<file path="config.mk">
export PLATFORM = sky130hd
export DESIGN_NAME = spike_decoder
export DESIGN_NICKNAME = d
export VERILOG_FILES = /design/src/rtl/spike_decoder_pkg.sv /design/src/rtl/spike_evt_fifo.sv /design/src/rtl/spike_decoder.sv
export SDC_FILE = /design/constraint.sdc
export NUM_CORES = 1
export LEC_CHECK = 0
export CORE_ASPECT_RATIO = 0.8
export CORE_UTILIZATION = 60
export CTS_CLUSTER_SIZE = 12
export DETAILED_ROUTE_END_ITERATION = 10
export GPL_ROUTABILITY_DRIVEN = 0
export HOLD_SLACK_MARGIN = 0.05
export PLACE_DENSITY_LB_ADDON = 0.3
export SLEW_MARGIN = 20
export SYNTH_ARGS = -nofsm -noshare
export SYNTH_HDL_FRONTEND = slang
export SYNTH_SLANG_ARGS = --single-unit
</file>
<file path="constraint.sdc">
create_clock -name clk -period 6.4 [get_ports clk]
set_clock_uncertainty 0.05 [all_clocks]
set_input_delay 1.28 -clock clk [delete_from_list [all_inputs] [get_ports clk]]
set_output_delay 1.28 -clock clk [all_outputs]
set_load 0.02 [all_outputs]
</file>
<file path="src/rtl/spike_decoder_pkg.sv">
// Shared constants and types for the spike decoder: neuron-scaled levels,
// detector state encoding and the buffered event record.
package spike_decoder_pkg;

  localparam logic signed [7:0] THRESH_DEF = 8'sd19;
  localparam logic signed [7:0] REARM_DEF  = -8'sd16;
  // Event records carry the ISI zero-extended to this width; instances use ISI_W <= ISI_MAX_W.
  localparam int unsigned       ISI_MAX_W  = 32;

  typedef enum logic {
    ARMED = 1'b0,
    FIRED = 1'b1
  } state_t;

  typedef struct packed {
    logic [ISI_MAX_W-1:0] isi;
    logic                 first;
    logic                 sat;
  } evt_t;

endpackage

</file>
<file path="src/rtl/spike_evt_fifo.sv">
// Two-entry first-word-fall-through event buffer. A push that finds the
// buffer full with no simultaneous pop is discarded and flagged on drop.
module spike_evt_fifo
  import spike_decoder_pkg::*;
(
  input  logic clk,
  input  logic rst_n,
  input  logic push,
  input  evt_t push_data,
  input  logic pop,
  output evt_t head,
  output logic full,
  output logic empty,
  output logic drop
);

  evt_t       mem [0:1];
  logic       rd_ptr_reg;
  logic       wr_ptr_reg;
  logic [1:0] count_reg;
  logic       do_pop;
  logic       do_push;

  assign empty   = (count_reg == 2'd0);
  assign full    = (count_reg == 2'd2);
  assign do_pop  = pop && !empty;
  assign do_push = push && (!full || do_pop);
  assign drop    = push && full && !do_pop;
  // Stale storage is masked so the head reads as zero whenever the buffer is empty.
  assign head    = empty ? '0 : mem[rd_ptr_reg];

  always_ff @(posedge clk) begin
    if (do_push) begin
      mem[wr_ptr_reg] <= push_data;
    end
  end

  always_ff @(posedge clk) begin
    if (!rst_n) begin
      rd_ptr_reg <= 1'b0;
      wr_ptr_reg <= 1'b0;
      count_reg  <= 2'd0;
    end else begin
      if (do_push) wr_ptr_reg <= ~wr_ptr_reg;
      if (do_pop)  rd_ptr_reg <= ~rd_ptr_reg;
      case ({do_push, do_pop})
        2'b10:   count_reg <= count_reg + 2'd1;
        2'b01:   count_reg <= count_reg - 2'd1;
        default: count_reg <= count_reg;
      endcase
    end
  end

endmodule

</file>
<file path="src/rtl/spike_decoder.sv">
// Decodes a neuron membrane-voltage stream into spike pulses, buffered
// inter-spike-interval events, a windowed spike rate and a drop count.
module spike_decoder
  import spike_decoder_pkg::*;
#(
  parameter logic signed [7:0] THRESH = THRESH_DEF,
  parameter logic signed [7:0] REARM  = REARM_DEF,
  parameter int unsigned       ISI_W  = 16,
  parameter int unsigned       WINDOW = 1000,
  parameter int unsigned       CNT_W  = 8
) (
  input  logic                    clk,
  input  logic                    rst_n,
  input  logic                    sample_en,
  input  logic signed [7:0]       v_in,
  output logic                    spike,
  output logic                    evt_valid,
  input  logic                    evt_ready,
  output logic [ISI_W-1:0]        evt_isi,
  output logic                    evt_first,
  output logic                    evt_sat,
  output logic [CNT_W-1:0]        rate_count,
  output logic                    rate_valid,
  output logic [CNT_W-1:0]        drop_count
);

  localparam int unsigned WIN_W = (WINDOW > 2) ? $clog2(WINDOW) : 1;

  state_t             state_reg;
  state_t             state_next;
  logic               spike_sample;
  logic [ISI_W-1:0]   isi_cnt_reg;
  logic [ISI_W-1:0]   isi_plus;
  logic               first_pend_reg;
  logic [WIN_W-1:0]   win_cnt_reg;
  logic [CNT_W-1:0]   win_spk_reg;
  logic [CNT_W:0]     win_sum;
  logic [CNT_W-1:0]   rate_next;
  logic [CNT_W-1:0]   rate_count_reg;
  logic               rate_valid_reg;
  logic               spike_reg;
  logic [CNT_W-1:0]   drop_count_reg;
  evt_t               push_data;
  evt_t               head;
  logic               fifo_full;
  logic               fifo_empty;
  logic               fifo_drop;

  always_ff @(posedge clk) begin
    if (!rst_n) state_reg <= ARMED;
    else        state_reg <= state_next;
  end

  always_comb begin
    state_next   = state_reg;
    spike_sample = 1'b0;
    if (sample_en) begin
      case (state_reg)
        ARMED: if (v_in > THRESH) begin
          spike_sample = 1'b1;
          state_next   = FIRED;
        end
        FIRED: if (v_in < REARM) state_next = ARMED;
        default: state_next = ARMED;
      endcase
    end
  end

  assign isi_plus  = (isi_cnt_reg == '1) ? isi_cnt_reg : isi_cnt_reg + ISI_W'(1);
  assign win_sum   = {1'b0, win_spk_reg} + (CNT_W+1)'(spike_sample);
  assign rate_next = win_sum[CNT_W] ? '1 : win_sum[CNT_W-1:0];

  always_comb begin
    push_data       = '0;
    push_data.isi   = ISI_MAX_W'(isi_plus);
    push_data.first = first_pend_reg;
    push_data.sat   = (isi_plus == '1);
  end

  spike_evt_fifo u_fifo (
    .clk       (clk),
    .rst_n     (rst_n),
    .push      (spike_sample),
    .push_data (push_data),
    .pop       (evt_ready),
    .head      (head),
    .full      (fifo_full),
    .empty     (fifo_empty),
    .drop      (fifo_drop)
  );

  always_ff @(posedge clk) begin
    if (!rst_n) begin
      isi_cnt_reg    <= '0;
      first_pend_reg <= 1'b1;
      win_cnt_reg    <= '0;
      win_spk_reg    <= '0;
      rate_count_reg <= '0;
      rate_valid_reg <= 1'b0;
      spike_reg      <= 1'b0;
      drop_count_reg <= '0;
    end else begin
      spike_reg      <= spike_sample;
      rate_valid_reg <= 1'b0;
      if (fifo_drop && drop_count_reg != '1) drop_count_reg <= drop_count_reg + CNT_W'(1);
      if (sample_en) begin
        isi_cnt_reg <= spike_sample ? '0 : isi_plus;
        if (spike_sample) first_pend_reg <= 1'b0;
        // The closing sample's own spike is folded into the reported rate.
        if (win_cnt_reg == WIN_W'(WINDOW - 1)) begin
          win_cnt_reg    <= '0;
          win_spk_reg    <= '0;
          rate_count_reg <= rate_next;
          rate_valid_reg <= 1'b1;
        end else begin
          win_cnt_reg <= win_cnt_reg + WIN_W'(1);
          win_spk_reg <= rate_next;
        end
      end
    end
  end

  assign spike      = spike_reg;
  assign evt_valid  = !fifo_empty;
  assign evt_isi    = head.isi[ISI_W-1:0];
  assign evt_first  = head.first;
  assign evt_sat    = head.sat;
  assign rate_count = rate_count_reg;
  assign rate_valid = rate_valid_reg;
  assign drop_count = drop_count_reg;

endmodule
</file>
After elaboration in Yosys (flattened, before gate mapping):

Memories as Yosys holds them, arrays and structs flattened. A register that Yosys moved wholly into a read port is not among the register bits.
Cells that the tools add are included.

* flip-flop bits (word level): 58
* bits in writable memories: 36
* input bits: 12
* output and inout port bits: 37
* word-level logic and storage cells: 62
* memories: 1

* add/subtract/negate cells: 6
* order comparisons: 2
* equality and inequality tests: 7
* multiplexer cells: 17
* bitwise operators: 3
* reductions and logical operators: 14

Memories
* u_fifo.mem: words 2, bits a word 18, read ports 1, clocked after Yosys merged registers in 1, write ports 1, RTL line spike_evt_fifo.sv:17 `evt_t mem [0:1];`

Operators with widths (count)
* 16-bit equality test (second input constant): 2
* 16-bit 2-to-1 mux: 2
* 18-bit 2-to-1 mux: 1
* 16-bit by 1-bit adder with 16-bit output (second input constant): 1
* 8-bit 2-to-1 mux: 2
* 10-bit by 1-bit adder with 10-bit output (second input constant): 1
* 10-bit equality test (second input constant): 1
* 10-bit 2-to-1 mux: 1
* 8-bit by 1-bit adder with 9-bit output: 1
* 1-bit 2-to-1 mux: 9
* 8-bit by 1-bit adder with 8-bit output (second input constant): 1
* 8-bit by 6-bit greater-than comparator with 1-bit output (second input constant): 1
* 8-bit by 5-bit < comparator with 1-bit output (second input constant): 1
* 8-bit inequality test (second input constant): 1
* 2-bit AND reduction: 3
* 1-bit logical AND: 5
* 2-bit equality test (second input constant): 2
* 2-bit case mux with 2 select lines: 1
* 1-bit logical NOT: 3
* 1-bit inverter: 3
* 2-bit by 1-bit adder with 2-bit output (second input constant): 1
* 2-bit by 1-bit equality test with 1-bit output (second input constant): 1
* 2-bit logical NOT: 1
* 1-bit case mux with 2 select lines: 1
* other kinds (3): 3

Longest topological paths before layout:

* word-level depth: 7
* depth in mapped cells: 12
* gate-level depth less buffers: 9

Hierarchy:

A second synthesis with hierarchy kept.

* cell total of the unflattened synthesis: 558
* area total of the unflattened synthesis: 5901.9 µm²

By module, submodules not included
* spike_decoder: times used 1, cells each 383, area each 3071.7 µm², seq. area each 1081.0 µm²
* spike_evt_fifo: times used 1, cells each 175, area each 2830.2 µm², seq. area each 2142.1 µm²

Worst setup path before layout:

Ideal clock, no wire load.

* kind: in2reg
* from: in sample_en
* to: reg win_spk_reg[0]
* setup time: 0.076 ns
* arrival: 3.617 ns
* data required time: 6.274 ns
* slack: 2.657 ns
* stages on the path: 12
* path buffers: 3
* cells stage by stage: clkinv_1 a2111oi_4 buf_4 clkbuf_1 ha_1 ha_1 clkbuf_1 nand4_1 nor2_1 nor2_1 nand3b_1 a21boi_0

* cells in the longest elaborated chain, start to end: 4

RTL lines
* start: declaration: RTL line spike_decoder.sv:14 `input logic sample_en,`
* 1-bit 2-to-1 mux: RTL line spike_decoder.sv:57 `if (sample_en) begin`
* via spike_sample: RTL line spike_decoder.sv:31 `logic spike_sample;`
* 8-bit by 1-bit adder with 9-bit output: RTL line spike_decoder.sv:70 `assign win_sum = {1'b0, win_spk_reg} + (CNT_W+1)'(spike_sample);`
* 8-bit 2-to-1 mux: RTL line spike_decoder.sv:71 `assign rate_next = win_sum[CNT_W] ? '1 : win_sum[CNT_W-1:0];`
* 8-bit 2-to-1 mux: RTL line spike_decoder.sv:110 `if (win_cnt_reg == WIN_W'(WINDOW - 1)) begin`
* end signal: assignment: RTL line spike_decoder.sv:117 `win_spk_reg <= rate_next;`
* end: declaration: RTL line spike_decoder.sv:36 `logic [CNT_W-1:0] win_spk_reg;`

The timed path passes the listed nets, and every way through them passes these cells.
A chain may end at the register's enable or synchronous reset.

Worst setup path in the final report:

* from: in sample_en
* to: reg win_spk_reg[0]

* cells in the longest elaborated chain, start to end: 4

RTL lines (RTL line)
* 1-bit 2-to-1 mux: spike_decoder.sv:57
* 8-bit by 1-bit adder with 9-bit output: spike_decoder.sv:70
* 8-bit 2-to-1 mux: spike_decoder.sv:71
* 8-bit 2-to-1 mux: spike_decoder.sv:110

Several ways; a longest one is shown, not always the timed one.

==> flow_summary.yaml <==
sta:
  tightest_slew_ns: 1.00
  tns_ns: 0
  finalCritPeriodShare_pct: 72.5
  holdWs_ns: 0.420
  fin_crit_ns: 4.64
  hold_viol: 0
  slew_viol_final: 0
  slew_headroom_pct: 32.9
  layout_setup_ws_ns: 1.76
  rsz0062_at_grt: "false"
  setup_viol: 0
  fmax_ghz: 0.216
synth:
  synthXorXnorAreaFrac_pct: 5.14
  synth_edf_count: 36
  syn_inst: 480
  synth-compound-area-share_pct: 12.9
  synthAdderAreaFrac_pct: 1.57
  async_flop_share_pct: 0
  synth.area.mux_share_pct: 5.20
  synthFlopType: "dfxtp_1"
  synth.net_count: 498
  synth_area_per_cell_sq_um: 9.93
  syn_area_sq_mm: 0.00477
  ys_seq_area_share_pct: 47.4
  synthSimpleGateAreaFrac_pct: 22.7
  yosysWarnings: 0
  synth.distinct_cells: 69
  ys_seq_elements: 95
  synth_top_family_by_area: "simple AND/OR/NAND/NOR gates"
floorplanning:
  io_pins: 49
  initial_utilization_pct: 63.3
  rows: 28
  die_w_microns: 102
  die_y_microns: 81.7
  coreArea_sq_mm: 0.00753
  dieArea_sq_mm: 0.00831
power:
  peakVddDrop_v: 0.000162
  p_leak_nw: 1.93
  power.density_mw_per_mm2: 251
  finalPower_mw: 1.36
cells_and_area:
  syn_to_final_growth_pct: 13.4
  diodes: 0
  drive_above_1_share_pct: 7.03
  fin_area_sq_mm: 0.00541
  fill_cells: 563
  largest_register_ffs: 36
  fin_nets: 525
critical_path:
  crit_family: "buffers and inverters"
  worstSetupEndpointType: "flop"
  timing.critical_path.buf_inv: 3
  cpPeakStageDelay_ns: 0.58
  critPathSlowestCell: "clkinv_1"
  path_cells: "clkdlybuf4s50_1 > buf_4 > clkinv_1 > a2111oi_4 > ha_1 > ha_1 > nand4_1 > nor2_1 > nor2_1 > nand3b_1 > a21boi_0"
  cp_max_fo: 30
  crit_arrival_ns: 4.87
  worstSetupStartpointType: "input port"
  crit_type: "in -> reg"
  cp_data_required_time_ns: 6.64
placement:
  post-place-ws_ns: 1.52
  place_area_sq_mm: 0.00519
  dpl.hpwl_microns: 6320
  port_buffers: 46
global_route:
  grt.total_usage_pct: 24.3
  grt_max_degree: 37
  grt_overflow: 0
  antenna_found_initial: 0
  grt_pass1_wl_microns: 15400
  grt_pass1_vias: 3284
cts:
  postCtsSetupRepairBufs: 0
  cts_tree: "done"
  h-tree-depth: 3
  path_clk_slew_ns: 0.09
  hold_buffers: 0
  worstSkewPairLatency_ns: 0.37
  cts.root.buffer_cell: "clkbuf_8"
  cts-resized-gates: 0
  cts_buffers: 9
  clock_path_buffers: 2
  cts.sinks: 95
detailed_routing:
  routedWlPerCell_microns: 15.1
  drtIter0Drc: 323
  vias: 3590
  viasPerCell: 5.82
  drc: 0
  routed_wl_microns: 9330
  drt_pass1_iterations: 5
  postRouteAntennaNets: 0
flow_run:
  maxCapViolations: 0
min_path:
  min_path_type: "reg -> reg"
run_status:
  status: "completed"
final timing paths:
check | to | cells past startpoint | from | slack (ns)
worst max-delay path | win_spk_reg[0] | 11 | sample_en | 1.76
worst max register to register | u_fifo.mem[1][0] | 5 | isi_cnt_reg[0] | 3.85
worst min-delay path | u_fifo.mem[1][1] | 0 | first_pend_reg | 0.42
worst min register to register | u_fifo.mem[1][1] | 0 | first_pend_reg | 0.42
Yosys cell counts (3+ instances only):
library cell | instances | area, sq um
a31oi_1 | 5 | 31.3
and2_1 | 16 | 100
a21oi_1 | 16 | 80.1
inv_1 | 7 | 26.3
o211a_1 | 5 | 50.1
ha_1 | 6 | 75.1
or3_1 | 4 | 25.0
nand3b_1 | 3 | 22.5
buf_6 | 8 | 90.1
dfxtp_1 | 59 | 1180
nor2b_1 | 11 | 68.8
o32ai_1 | 3 | 26.3
nand2_1 | 39 | 146
and4_1 | 5 | 43.8
a21boi_0 | 12 | 90.1
xnor2_1 | 18 | 158
nor2_1 | 47 | 176
nand4_1 | 15 | 93.8
and3_1 | 8 | 50.1
edfxtp_1 | 36 | 1080
xor2_1 | 10 | 87.6
clkbuf_1 | 18 | 67.6
a22oi_1 | 3 | 22.5
mux2i_1 | 21 | 210
buf_4 | 4 | 30.0
o21ai_0 | 20 | 100
nand3_1 | 27 | 135
cell usage in the layout, fill, tap and decap left out, types with 15 or more instances in the layout:
cell and instances:
edfxtp_1 36, mux2i_1 21, and2_1 16, xnor2_1 18, clkdlybuf4s50_1 46, nand3_1 27, a21oi_1 16, dfxtp_1 59
nor2_1 47, nand4_1 15, o21ai_0 20, nand2_1 39
layout make-up:
cell class	count	area (sq um)	share of cell area, %
Tap cell	105	131	2.43
Inverter	8	30.0	0.555
Sequential cell	95	2260	41.8
Clock inverter	6	92.6	1.71
Timing Repair Buffer	51	498	9.21
Multi-Input combinational cell	342	2270	41.9
Clock buffer	10	128	2.36
through the flow:
step	utilization (%)	std cells
after floorplan	-	480
after global placement	68.9	601
after detailed placement	68.9	601
after CTS	71.8	617
after global routing	71.8	617
final	71.8	617
cell families (layout without fill, tap and decap cells):
kind of cell	count (synthesis)	in the layout
xor gates and xnor gates	28	28
adders and majority gates	6	6
DFF	95	95
muxes	24	24
and+or+nand+nor	198	198
AOI/OAI and AO/OA	86	86
buffers and inverters	43	75
report_power, final:
part | total [mW] | internal [mW] | switching (mW)
clock | 0.430 | 0.223 | 0.206
sequential | 0.671 | 0.645 | 0.0265
combinational | 0.257 | 0.125 | 0.132
total | 1.36 | 0.993 | 0.365
layer usage:
metal	global-route usage (%)	routed length [microns]
met4	7.39	102
met3	6.21	447
met2	40.9	4520
met5	0	0
met1	30.9	4260
worst reg2reg max path, cell delays in order (launching register included):
cell and delay, ns:
dfxtp_1 0.47, ha_1 0.31, nand4_2 0.22, or4_4 0.74
o22a_2 0.31, nor4b_4 0.28
(Power assumes the default switching activity.)
